<file path="src/rtl/mv_interp_filter.sv">
// Linear-interpolating upsampler: each input sample yields 2^RATIO_LOG2 outputs stepping from the previous sample.
// Build option MV_INTERP_ROUND_EN selects round-half-up output scaling instead of floor.
module mv_interp_filter #(
  parameter int RATIO_LOG2 = 4,
  parameter int DW         = 32
) (
  input  logic          clk,
  input  logic          n_rst,
  input  logic [DW-1:0] din,
  input  logic          din_valid,
  output logic          din_ready,
  output logic [DW-1:0] dout,
  output logic          dout_valid,
  input  logic          dout_ready,
  output logic          busy
);

  localparam int AW = DW + 1 + RATIO_LOG2;
  localparam logic [RATIO_LOG2-1:0] K_LAST = {RATIO_LOG2{1'b1}};
  localparam logic [RATIO_LOG2-1:0] K_ONE  = RATIO_LOG2'(1);

  typedef enum logic [1:0] {
    ST_PRIME = 2'd0,
    ST_WAIT  = 2'd1,
    ST_RUN   = 2'd2
  } state_t;

`ifdef MV_INTERP_ROUND_EN
  localparam logic signed [AW-1:0] RND_BIAS = AW'(2 ** (RATIO_LOG2 - 1));

  // Scale the accumulator back to sample units, rounding half toward +inf.
  function automatic logic signed [AW-1:0] scale(input logic signed [AW-1:0] a);
    return (a + RND_BIAS) >>> RATIO_LOG2;
  endfunction
`else
  // Scale the accumulator back to sample units with floor semantics.
  function automatic logic signed [AW-1:0] scale(input logic signed [AW-1:0] a);
    return a >>> RATIO_LOG2;
  endfunction
`endif

  state_t                 state_r;
  logic [DW-1:0]          x_prev_r;
  logic [DW-1:0]          x_new_r;
  logic signed [DW:0]     delta_r;
  logic signed [AW-1:0]   acc_r;
  logic [RATIO_LOG2-1:0]  k_r;
  logic [DW-1:0]          dout_r;
  logic                   dout_valid_r;
  logic                   din_ready_r;
  logic                   busy_r;

  logic                   in_xfer_s;
  logic                   out_xfer_s;
  logic                   k_last_s;
  logic signed [DW:0]     delta_in_s;
  logic signed [AW-1:0]   acc_load_s;
  logic signed [AW-1:0]   acc_next_s;

  // Handshake decodes and the widened arithmetic feeding the accumulator.
  always_comb begin
    in_xfer_s  = din_valid & din_ready_r;
    out_xfer_s = dout_valid_r & dout_ready;
    k_last_s   = (k_r == K_LAST);
    delta_in_s = $signed({din[DW-1], din}) - $signed({x_prev_r[DW-1], x_prev_r});
    acc_load_s = $signed({x_prev_r[DW-1], x_prev_r, {RATIO_LOG2{1'b0}}});
    acc_next_s = acc_r + $signed({{RATIO_LOG2{delta_r[DW]}}, delta_r});
  end

  // Control FSM with the datapath registers and all registered outputs.
  always_ff @(posedge clk or negedge n_rst) begin
    if (!n_rst) begin
      state_r      <= ST_PRIME;
      x_prev_r     <= '0;
      x_new_r      <= '0;
      delta_r      <= '0;
      acc_r        <= '0;
      k_r          <= '0;
      dout_r       <= '0;
      dout_valid_r <= 1'b0;
      din_ready_r  <= 1'b1;
      busy_r       <= 1'b0;
    end else begin
      case (state_r)
        ST_PRIME: begin
          if (in_xfer_s) begin
            x_prev_r <= din;
            state_r  <= ST_WAIT;
          end else begin
            state_r  <= ST_PRIME;
          end
        end
        ST_WAIT: begin
          if (in_xfer_s) begin
            delta_r      <= delta_in_s;
            acc_r        <= acc_load_s;
            x_new_r      <= din;
            k_r          <= '0;
            dout_r       <= DW'(scale(acc_load_s));
            dout_valid_r <= 1'b1;
            din_ready_r  <= 1'b0;
            busy_r       <= 1'b1;
            state_r      <= ST_RUN;
          end else begin
            state_r      <= ST_WAIT;
          end
        end
        ST_RUN: begin
          // Everything holds while the downstream stalls.
          if (out_xfer_s) begin
            if (k_last_s) begin
              dout_valid_r <= 1'b0;
              x_prev_r     <= x_new_r;
              din_ready_r  <= 1'b1;
              busy_r       <= 1'b0;
              state_r      <= ST_WAIT;
            end else begin
              acc_r        <= acc_next_s;
              k_r          <= k_r + K_ONE;
              dout_r       <= DW'(scale(acc_next_s));
            end
          end else begin
            state_r <= ST_RUN;
          end
        end
        default: begin
          state_r      <= ST_PRIME;
          dout_valid_r <= 1'b0;
          din_ready_r  <= 1'b1;
          busy_r       <= 1'b0;
        end
      endcase
    end
  end

  assign din_ready  = din_ready_r;
  assign dout       = dout_r;
  assign dout_valid = dout_valid_r;
  assign busy       = busy_r;

endmodule

</file>
<file path="config.mk">
export PLATFORM = sky130hd
export DESIGN_NAME = mv_interp_filter
export DESIGN_NICKNAME = d
export VERILOG_FILES = /design/src/rtl/mv_interp_filter.sv
export SDC_FILE = /design/constraint.sdc
export NUM_CORES = 1
export LEC_CHECK = 0
export CAP_MARGIN = 20
export CORE_AREA = 5 5 131 133
export DETAILED_ROUTE_END_ITERATION = 12
export DIE_AREA = 0 0 136 138
export PLACE_DENSITY = 0.86
export SLEW_MARGIN = 20
export SYNTH_ARGS = -nofsm -noshare
export SYNTH_HDL_FRONTEND = slang
export SYNTH_SLANG_ARGS = --single-unit
</file>
<file path="constraint.sdc">
create_clock -name clk -period 4.6 [get_ports clk]
set_input_delay 0.92 -clock clk [delete_from_list [all_inputs] [get_ports clk]]
set_output_delay 0.92 -clock clk [all_outputs]
set_load 0.01 [all_outputs]
</file>
==> impl_metrics.csv <==
group,metric,value,unit
run_status,status,"complete, no violations",
timing,max_freq,302,MHz
clock_network,clockBufferDepth,2,
setup_path,cp.arrival,3610,ps
setup_path,worst-r2r-setup-slack,1680,ps
yosys,async_reset_ff_share,100,%
final_layout,post-route-util,71.4,%
final_layout,final_cell_mix,"nand2_1, dfrtp_1, a21oi_1",
yosys,synthesis.nets,1364,
placement,routabilityCongestion,0.973,
setup_path,crit_path_max_fanout,5,
yosys,ys_ff_latch,141,
die,core-area,0.0157,mm2
yosys,syn_inst,1258,
global_route,grt_pass1_vias,8482,
detailed_routing,drtIter0Drc,947,
final_layout,nNetsFinal,1365,
placement,post-place-ws,879,ps
setup_path,critical_path.startpoint_type,"input port",
detailed_routing,ant_nets,0,
final_layout,drive_gt1_share,6.29,%
setup_path,critPathRequiredTime,4900,ps
die,row_count,46,
die,fp.dieArea,0.0188,mm2
global_route,grt_max_degree,115,
power,p_leak,5.13,nW
detailed_routing,wire_per_inst,17.8,um
clock_network,htreeDepth,4,
yosys,synth_edf_count,0,
timing,hold_viol_final,0,
yosys,synth_flop_cell,"dfrtp_1",
clock_network,hold_buffers,0,
clock_network,cts_tree,"done",
yosys,avgSynthCellArea,8.00,um2
timing,skew,11.3,ps
timing,maxSlewHeadroom,33.7,%
setup_path,end_kind,"flip-flop",
clock_network,cts.sinks,141,
detailed_routing,via_count,9036,
timing,tightestPinTransition,995,ps
timing,timing.final.ws_setup,1290,ps
timing,finalSetupViolCount,0,
global_route,grt_pass1_wl,43300,um
hold_path,hp-class,"flip-flop to flip-flop",
yosys,synthesis.area,0.0101,mm2
timing,finalCritPeriodShare,71.9,%
clock_network,path_clk_slew,60,ps
clock_network,post_cts.repair.setup_buffers,0,
detailed_routing,drc_errors,0,
timing,final_max_slew_viol_count,0,
clock_network,root_buffer,"clkbuf_16",
final_layout,n_fill_cell,1291,
placement,dp_hpwl,19800,um
clock_network,cts_buffers,17,
die,ioPinCount,71,
global_route,grt_use_total,28.4,%
yosys,synthDistinctLibCells,74,
timing,whs,476,ps
clock_network,insertion_delay,430,ps
die,die-width,136,um
yosys,ys_warn_count,0,
yosys,ys_seq_area_share,35.1,%
global_route,grt-ovfl-total,0,
detailed_routing,wirelength,26500,um
power,vdd_ir_drop_max,0.297,mV
detailed_routing,vias_per_cell,6.08,
placement,io_buffers,70,
setup_path,crit_type,"input port to flip-flop",
final_layout,area_growth,11.4,%
timing,grt_setup_unrepaired,"no",
timing,tns,0,ps
power,power_density,250,mW/mm2
detailed_routing,drt_pre_antenna_iters,7,
flow_run,max_cap_violations,0,
die,start_util,64.0,%
timing,period_needed,3310,ps
final_layout,final_common_cell,"nand2_1",
clock_network,cts_resized,0,
global_route,antenna_found_initial,0,
final_layout,diodes,0,
die,die_h,138,um
power breakdown:
| part | switching (mW) | internal [mW] |
|---|---|---|
| combinational | 0.139 | 0.0964 |
| clock | 0.556 | 0.775 |
| sequential | 0 | 1.24 |
| total | 0.695 | 2.11 |
kinds of logic after synthesis:
logic type	Yosys count	synth area share [%]
AO/OA/AOI/OAI	369	24.3
XOR/XNOR	53	4.61
adder cells (fa/ha/maj)	70	8.85
buffers and inverters	159	7.32
flip-flops	141	35.1
multiplexers	2	0.199
AND/OR/NAND/NOR	464	19.6
registers in the layout (all words and copies together), names as in the netlist:
register and count:
acc_r 36, busy 1, delta_r 33, din_ready 1
k_r 4, state_r 2, x_new_r 32, x_prev_r 32
synth_stat cells (all sizes together), types with 11 or more instances:
| cell type | n | area [um2] |
|---|---|---|
| dfrtp | 140 | 3500 |
| a21oi | 101 | 509 |
| ha | 68 | 851 |
| a31oi | 44 | 290 |
| nand3 | 25 | 125 |
| xor2 | 18 | 158 |
| buf | 55 | 347 |
| xnor2 | 35 | 307 |
| nor2 | 94 | 353 |
| o21ai | 91 | 459 |
| nor3 | 25 | 125 |
| inv | 58 | 218 |
| clkbuf | 46 | 173 |
| nand4 | 17 | 106 |
| o21bai | 11 | 86.3 |
| o31ai | 13 | 126 |
| a21o | 34 | 255 |
| nand2 | 265 | 1000 |
area by class of cell:
class	instances	area [um2]	share of cell area [%]
Multi-Input combinational cell	958	5820	51.9
Clock buffer	20	457	4.07
Sequential cell	141	3530	31.5
Inverter	58	218	1.94
Clock inverter	11	109	0.971
Timing Repair Buffer	83	812	7.24
Tap cell	216	270	2.41
through the flow:
step	cell area (um2)	cells	power (mW)
floorplan	10100	1258	1.40
global placement	10600	1456	1.49
detailed placement	10600	1456	1.50
CTS	11200	1487	2.82
global route	11200	1487	2.91
finish	11200	1487	2.81
path summary, 6_finish.rpt:
| kind | startpoint | to | depth (start not counted) |
|---|---|---|---|
| worst max-delay path | din[0] | delta_r[32]$_DFFE_PN0P_ | 12 |
| worst min-delay path | x_new_r[19]$_DFFE_PN0P_ | x_new_r[19]$_DFFE_PN0P_ | 2 |
| worst max register to register | delta_r[0]$_DFFE_PN0P_ | acc_r[32]$_DFFE_PN0P_ | 11 |
| worst min register to register | x_new_r[19]$_DFFE_PN0P_ | x_new_r[19]$_DFFE_PN0P_ | 2 |
| max in group asynchronous | n_rst | delta_r[19]$_DFFE_PN0P_ | 2 |
| min in group asynchronous | n_rst | x_new_r[7]$_DFFE_PN0P_ | 1 |
critical path: stages:
cell	delay, ps
clkdlybuf4s50_1	490
inv_1	60
ha_1	220
fa_1	410
nor2b_1	160
o31a_1	220
a21oi_1	120
a31o_2	310
o2111ai_1	190
o211ai_1	170
nor4_1	260
o21ai_1	80
layer usage:
layer	vias up	global-route usage, %	routed length, um	share of wire, %
met5	-	0	0	0
met4	0	6.74	325	1.2
met3	31	5.95	2080	7.9
met2	335	41.3	11600	44
met1	4305	43.3	12400	47
li1	4365	-	-	-
Note: power is estimated with default switching activity, not from simulation.
